File: src/rtl/counter_pkg.sv
// Shared definitions for the mode-selectable up/down counters: the 2-bit
// mode encoding, the modulus maximum for each mode and the FSM state codes.
package counter_pkg;

  // Mode encoding (identical for the up- and down-counter)
  localparam logic [1:0] MODE_9  = 2'b00;
  localparam logic [1:0] MODE_11 = 2'b01;
  localparam logic [1:0] MODE_13 = 2'b10;
  localparam logic [1:0] MODE_15 = 2'b11;

  // Maximum count reached in each mode
  localparam int unsigned MAX_9  = 9;
  localparam int unsigned MAX_11 = 11;
  localparam int unsigned MAX_13 = 13;
  localparam int unsigned MAX_15 = 15;

  // FSM state codes
  typedef logic [1:0] state_t;
  localparam state_t ST_IDLE = 2'd0;
  localparam state_t ST_RUN  = 2'd1;
  localparam state_t ST_DONE = 2'd2;

  // Maximum count for a given mode
  function automatic int unsigned mode_max(input logic [1:0] mode);
    int unsigned m;
    m = MAX_9;
    case (mode)
      MODE_9:  m = MAX_9;
      MODE_11: m = MAX_11;
      MODE_13: m = MAX_13;
      MODE_15: m = MAX_15;
      default: m = MAX_9;
    endcase
    return m;
  endfunction

endpackage

File: src/rtl/mode_down_counter_if.sv
// Control/status bundle of the mode down-counter. The master drives the
// controls and observes the count; the counter itself is the slave.
interface mode_down_counter_if #(
  parameter int WIDTH = 4
);
  logic [1:0]       mode;
  logic             start;
  logic             en;
  logic             oneshot;
  logic [WIDTH-1:0] out;
  logic             borrow;
  logic             done;
  logic             zero;

  modport master (
    output mode, start, en, oneshot,
    input  out, borrow, done, zero
  );

  modport slave (
    input  mode, start, en, oneshot,
    output out, borrow, done, zero
  );
endinterface

File: src/rtl/counter_mode_decode.sv
// Combinational mode -> maximum count decoder, shared by the up- and
// down-counters so both agree on the moduli.
module counter_mode_decode
  import counter_pkg::*;
#(
  parameter int WIDTH = 4
) (
  input  logic [1:0]       i_mode,
  output logic [WIDTH-1:0] o_max
);

  // Translate the mode into its maximum count at the counter width
  always_comb begin
    o_max = WIDTH'(mode_max(i_mode));
  end

endmodule

File: src/rtl/mode_down_counter.sv
// Programmable modulo down-counter. start loads the mode's maximum and
// enters RUN; each enabled cycle decrements. At zero it either wraps to the
// maximum (continuous) or halts in DONE (one-shot), pulsing borrow either way.
module mode_down_counter
  import counter_pkg::*;
#(
  parameter int WIDTH = 4
) (
  input  logic                clk,
  input  logic                reset,
  mode_down_counter_if.slave  bus
);

  state_t           r_state;
  logic [WIDTH-1:0] r_out;
  logic             r_borrow;
  logic             r_done;
  logic [WIDTH-1:0] w_max;

  counter_mode_decode #(
    .WIDTH (WIDTH)
  ) u_decode (
    .i_mode (bus.mode),
    .o_max  (w_max)
  );

  // State, count, borrow and done registers with prioritised next-state rules
  always_ff @(posedge clk or negedge reset) begin
    if (!reset) begin
      r_state  <= ST_IDLE;
      r_out    <= '0;
      r_borrow <= 1'b0;
      r_done   <= 1'b0;
    end else if (bus.start) begin
      r_state  <= ST_RUN;
      r_out    <= w_max;
      r_borrow <= 1'b0;
      r_done   <= 1'b0;
    end else if (r_state == ST_RUN) begin
      r_borrow <= 1'b0;
      if (bus.en) begin
        if (r_out > w_max) begin
          // Mode was lowered under a larger count: clamp without a borrow
          r_out <= w_max;
        end else if (r_out == '0) begin
          r_borrow <= 1'b1;
          if (bus.oneshot) begin
            r_state <= ST_DONE;
            r_done  <= 1'b1;
          end else begin
            r_out <= w_max;
          end
        end else begin
          r_out <= r_out - 1'b1;
        end
      end
    end else begin
      // IDLE or DONE: hold everything, only the borrow pulse ends
      r_borrow <= 1'b0;
    end
  end

  assign bus.out    = r_out;
  assign bus.borrow = r_borrow;
  assign bus.done   = r_done;
  assign bus.zero   = (r_out == '0);

endmodule
File: src/flat_wrapper.sv
// flat-port wrapper written by rule: the top's interface ports become plain ports
module mode_down_counter_flat import counter_pkg::*;
#(
  parameter int WIDTH = 4
)
  (clk, reset, bus_mode, bus_start, bus_en, bus_oneshot, bus_out, bus_borrow, bus_done, bus_zero);
  mode_down_counter_if #(.WIDTH(WIDTH)) bus_i ();
  input  logic clk;
  input  logic reset;
  input wire logic [$bits(bus_i.mode)-1:0] bus_mode;
  input wire logic [$bits(bus_i.start)-1:0] bus_start;
  input wire logic [$bits(bus_i.en)-1:0] bus_en;
  input wire logic [$bits(bus_i.oneshot)-1:0] bus_oneshot;
  output wire logic [$bits(bus_i.out)-1:0] bus_out;
  output wire logic [$bits(bus_i.borrow)-1:0] bus_borrow;
  output wire logic [$bits(bus_i.done)-1:0] bus_done;
  output wire logic [$bits(bus_i.zero)-1:0] bus_zero;
  assign bus_i.mode = bus_mode;
  assign bus_i.start = bus_start;
  assign bus_i.en = bus_en;
  assign bus_i.oneshot = bus_oneshot;
  assign bus_out = bus_i.out;
  assign bus_borrow = bus_i.borrow;
  assign bus_done = bus_i.done;
  assign bus_zero = bus_i.zero;
  mode_down_counter #(.WIDTH(WIDTH)) u_core (.clk(clk), .reset(reset), .bus(bus_i));
endmodule
File: config.mk
export PLATFORM = sky130hd
export DESIGN_NAME = mode_down_counter_flat
export DESIGN_NICKNAME = d
export VERILOG_FILES = /design/src/rtl/counter_pkg.sv /design/src/rtl/mode_down_counter_if.sv /design/src/rtl/counter_mode_decode.sv /design/src/rtl/mode_down_counter.sv /design/src/flat_wrapper.sv
export SDC_FILE = /design/constraint.sdc
export NUM_CORES = 1
export LEC_CHECK = 0
export ABC_AREA = 1
export BUFFER_PORTS_ARGS = -buffer_cell sky130_fd_sc_hd__buf_2
export CAP_MARGIN = 20
export CORE_MARGIN = 2
export CORE_UTILIZATION = 25
export DETAILED_ROUTE_END_ITERATION = 8
export GPL_ROUTABILITY_DRIVEN = 0
export GPL_TIMING_DRIVEN = 0
export HOLD_SLACK_MARGIN = 0.03
export SETUP_SLACK_MARGIN = 0.15
export SLEW_MARGIN = 10
export SYNTH_ARGS = -nofsm -noshare
export SYNTH_HDL_FRONTEND = slang
export SYNTH_SLANG_ARGS = --single-unit
File: constraint.sdc
create_clock -name clk -period 1.8 [get_ports clk]
set_clock_uncertainty 0.15 [all_clocks]
set_input_delay 0.18 -clock clk [delete_from_list [all_inputs] [get_ports clk]]
set_output_delay 0.18 -clock clk [all_outputs]
set_load 0.01 [all_outputs]
==> impl_metrics.yaml, run 1 <==
run_status:
  status: "finished clean"
min_path:
  min_path_type: "in -> reg"
worst_setup_path:
  endpoint_kind: "primary output"
  critPathMaxFanout: 5
  critical_path.startpoint_type: "register"
  crit_type: "reg -> out"
  critPathArrivalTime_ps: 1240
  r2r_slack_ps: 260
  crit_required_ps: 1470
placement:
  dpl.hpwl_um: 767
  io_buffers: 13
timing:
  layout_min_cycle_time_ps: 1570
  hold_viol: 0
  slew_headroom_pct: 85.5
  final.setup.tns_ps: 0
  final-setup-viol-count: 0
  report.final.slew_viol_count: 0
  hold_ws_ps: 99.9
  fin_crit_sh_pct: 87.0
  rsz0062_at_grt: "false"
  max_freq_ghz: 0.639
  worstMarginPinSlew_ps: 215
detailed_routing:
  dr.pass1.iters: 4
  avgViaCountPerCell: 4.21
  drt_iter0_markers: 6
  routed-via-count: 463
  ant_nets: 0
  wl_per_cell_um: 8.65
  drt_drc_violations_left: 0
  drt_wl_total_um: 952
synth:
  ys_ff_latch: 7
  ys_types: 13
  syn_area_um2: 455
  syn_inst: 64
  synth.avg_cell_area_um2: 7.12
  synth-seq-area-share_pct: 38.5
  ys_warn_count: 0
  synthesis.nets: 74
clocking:
  worstSkewPairLatency_ps: 240
  cts_sinks: 7
  cts-root-buf: "clkbuf_4"
  cts_buffer_depth: 2
  htreeDepth: 1
  cts_tree: "done"
  cts_inserted_buffers: 3
  path_clk_slew_ps: 50
power:
  swShare_pct: 36.7
  p_comb_share_pct: 40.9
  p_int_w: 0.000379
  pwr-share-seq_pct: 37.0
  ir_drop_mv: 0.393
  p_leak_nw: 0.349
  pwr-share-clk_pct: 22.1
  power_switching_w: 0.000220
  powerDensity_mw_per_mm2: 957
floorplanning:
  boundaryPins: 14
  rows: 15
  die_y_um: 46.7
  fp.dieArea_mm2: 0.00218
  coreArea_mm2: 0.00173
  start_util_pct: 26.4
  die_x_um: 46.7
global_routing:
  antenna_found_initial: 0
  grt_pass1_wl_mm: 1.47
  grt_pass1_vias: 405
  overflow: 0
  globalRouteTotalUtil_pct: 9.70
  grt_max_degree: 8
run:
  cap_violations: 0
cells_and_area:
  nNetsFinal: 96
  n_antenna_cell: 0
  layout-drive-gt1-share_pct: 28.2
  area_growth_pct: 37.6
==> power by group through the flow <==
| stage | sequential, W | combinational, W | clock [W] |
|---|---|---|---|
| floorplan | 0.000232 | 0.000127 | 0 |
| CTS | 0.000225 | 0.000205 | 0.000139 |
| finish | 0.000222 | 0.000246 | 0.000132 |
| global placement | 0.000226 | 0.000195 | 0 |
| global route | 0.000225 | 0.000283 | 0.000150 |
| detailed placement | 0.000228 | 0.000201 | 0 |
==> synthesized netlist by cell type <==
master,count,area share (%)
a21oi_1,3,3.3
nor2_4,1,2.5
nor2_1,3,2.5
nor3_1,2,2.2
dfrtp_1,7,38
ha_1,3,8.2
nand2_2,1,1.4
nand4_1,1,1.4
nand4_2,1,2.7
inv_1,11,9.1
nand2_1,20,16
inv_2,1,0.82
nand3_1,10,11
==> state kept, by name (all words and copies together) (netlist names) <==
register and cells:
u_core.bus.borrow 1, u_core.bus.done 1, u_core.bus.out 4, u_core.r_state 1
==> cell families after synthesis <==
group	count (synthesis)	share of synthesized area (%)
AOI/OAI and AO/OA	3	3.30
adders and majority gates	3	8.24
buffers and inverters	12	9.89
DFF	7	38.5
and+or+nand+nor	39	40.1
==> worst max-delay path, stage by stage, from the launching register on <==
cell and delay, ps:
dfrtp_1 420, inv_1 140, ha_4 180, nand2_1 90, inv_1 50, buf_2 110
==> cell usage in the layout (no fill, tap or decap), types with 3 or more instances in the layout <==
cell type,n
nand2_1,20
buf_2,13
inv_1,11
nand3_1,10
dfrtp_1,6
a21oi_1,3
nor2_1,3
clkbuf_4,3
==> final timing paths <==
path / start / to / cells after the start
min in group asynchronous: reset / u_core.bus.out[1] / 2
worst max-delay path: u_core.bus.out[0] / bus_zero / 5
worst min register to register: u_core.r_state[0] / u_core.r_state[0] / 2
worst max register to register: u_core.bus.out[2] / u_core.bus.out[0] / 7
max in group asynchronous: reset / u_core.bus.out[2] / 2
worst min-delay path: bus_en / u_core.bus.borrow / 3
==> through the flow <==
stage               utilization, %  total power (W)  std cells  worst slack, ps  cell area, um2
global route                  36.3         0.000658        110              148             627
finish                        36.3         0.000600        110              234             627
global placement              32.0         0.000421        102              220             552
floorplan                        -         0.000359         64              291             455
CTS                           34.6         0.000569        108              158             598
detailed placement            32.0         0.000429        102              202             552
==> layout make-up <==
| cell class | count | area [um2] |
|---|---|---|
| multi-input combinational | 45 | 248 |
| inverter | 12 | 45.0 |
| sequential | 7 | 176 |
| fill | 211 | 1100 |
| clock buffer | 4 | 26.3 |
| timing repair buffer | 17 | 100 |
| tap | 25 | 31.3 |
==> per-layer routing <==
layer  vias up  track usage [%]  wire [um]  share of wire [%]
li1        246                -          -                  -
met3         0             1.18         40                4.2
met2        13             17.5        468                 49
met5         -                0          0                  0
met1       204             10.3        443                 47
met4         0             6.67          0                  0
==> timing repair <==
item,4_1_cts,5_1_grt
buffers inserted,0,2
gates resized for setup,0,3
hold endpoints to repair,9,0
setup endpoints to repair,0,5
hold buffers,2,0
Power figures use the tool's default switching activity.
==> run 2: changes to the inputs <==
Settings changed: CTS_BUF_LIST set to sky130_fd_sc_hd__clkbuf_4 sky130_fd_sc_hd__clkbuf_8 sky130_fd_sc_hd__clkbuf_16.
==> run 2 against run 1 <==
Net effect: cell count did not move; sequential power hardly changed; critical path depth is the same; flip-flop and latch count stayed put; setup slack worse by 1.4 ps; design area is 0.60% higher.
==> impl_metrics.yaml, run 2 (synthesized netlist as in run 1, its figures left out) <==
timing:
  max_freq_ghz: 0.638
  final-setup-viol-count: 0
  hold_viol: 0
  hold_ws_ps: 98.8
  layout_min_cycle_time_ps: 1570
  report.final.slew_viol_count: 0
  fin_crit_sh_pct: 87.1
  final.setup.tns_ps: 0
  slew_headroom_pct: 85.5
  worstMarginPinSlew_ps: 216
  rsz0062_at_grt: "false"
global_routing:
  overflow: 0
  grt_pass1_vias: 402
  grt_max_degree: 8
  grt_pass1_wl_mm: 1.48
  globalRouteTotalUtil_pct: 9.94
  antenna_found_initial: 0
floorplanning:
  fp.dieArea_mm2: 0.00218
  die_y_um: 46.7
  start_util_pct: 26.4
  die_x_um: 46.7
  coreArea_mm2: 0.00173
  rows: 15
  boundaryPins: 14
cells_and_area:
  final_cell_mix: "nand2_1 (20), buf_2 (13), inv_1 (11), nand3_1 (10), dfrtp_1 (6)"
  largest_reg_flops: 4
  nNetsFinal: 96
  mostFrequentLayoutCell: "nand2_1"
  fillCellCount: 211
  layout-drive-gt1-share_pct: 29.4
  fin_area_um2: 631
  stdcell_count: 110
  area_growth_pct: 38.5
  n_antenna_cell: 0
clocking:
  htreeDepth: 1
  cts_buffer_depth: 2
  cts-root-buf: "clkbuf_4"
  cts_tree: "done"
  path_clk_slew_ps: 50
  worstSkewPairLatency_ps: 240
  cts_inserted_buffers: 3
  cts_sinks: 7
detailed_routing:
  wl_per_cell_um: 8.61
  dr.pass1.iters: 4
  drt_iter0_markers: 6
  ant_nets: 0
  routed-via-count: 451
  drt_wl_total_um: 947
  avgViaCountPerCell: 4.10
  drt_drc_violations_left: 0
worst_setup_path:
  endpoint_kind: "primary output"
  crit_type: "reg -> out"
  crit_required_ps: 1470
  critPathMaxFanout: 5
  critPathArrivalTime_ps: 1240
  critical_path.startpoint_type: "register"
placement:
  dpl.hpwl_um: 767
  io_buffers: 13
  dp.cells: 102
  place_area_um2: 552
run:
  cap_violations: 0
power:
  power.total_w: 0.000615
  ir_drop_mv: 0.391
  powerDensity_mw_per_mm2: 975
  p_leak_nw: 0.352
run_status:
  status: "finished clean"
min_path:
  min_path_type: "in -> reg"
-- run 2: cell types whose count changed in the layout (fill, tap and decap cells not counted) --
cell | previous run | this run
clkbuf_4 | 3 | 4
clkbuf_1 | 1 | 0
-- run 2: path summary, 6_finish.rpt --
path | slack, ps | to | cells after the start | startpoint
worst max register to register | 260 | u_core.bus.out[0] | 7 | u_core.bus.out[2]
worst min-delay path | 100 | u_core.bus.borrow | 3 | bus_en
max in group asynchronous | 1190 | u_core.bus.out[2] | 2 | reset
worst max-delay path | 230 | bus_zero | 5 | u_core.bus.out[0]
min in group asynchronous | 150 | u_core.bus.out[1] | 2 | reset
worst min register to register | 330 | u_core.r_state[0] | 2 | u_core.r_state[0]
-- run 2: repair_timing --
action,CTS,global route
hold endpoints to repair,9,0
endpoints found under the setup margin,0,5
gates resized for setup,0,3
hold buffers,2,0
buffers inserted,0,2
-- run 2: per-layer routing --
layer  wire, um  share of wire, %  track usage [%]
met5          0                 0                0
met4          0                 0             8.33
met3         33               3.5             1.18
met2        470                50             17.5
met1        443                47             10.3
-- run 2: metrics by stage --
| step | worst slack [ps] | util (%) |
|---|---|---|
| global placement | 220 | 32.0 |
| global route | 143 | 36.5 |
| finish | 233 | 36.5 |
| CTS | 154 | 34.9 |
| floorplan | 291 | - |
| detailed placement | 202 | 32.0 |
-- run 2: worst max-delay path, stage by stage (launching register included) --
cell	delay, ps
dfrtp_1	420
inv_1	140
ha_4	180
nand2_1	90
inv_1	50
buf_2	110
-- run 2: final cells by class --
type	count	area [um2]	share of cell area (%)
Tap cell	25	31.3	4.96
Clock buffer	4	30.0	4.76
Sequential cell	7	176	28.0
Inverter	12	45.0	7.14
Multi-Input combinational cell	45	248	39.3
Timing Repair Buffer	17	100	15.9
-- run 2: power breakdown --
group | switching (W) | internal (W)
Clock | 0.0000488 | 0.0000990
Sequential | 0.0000379 | 0.000184
Combinational | 0.000134 | 0.000111
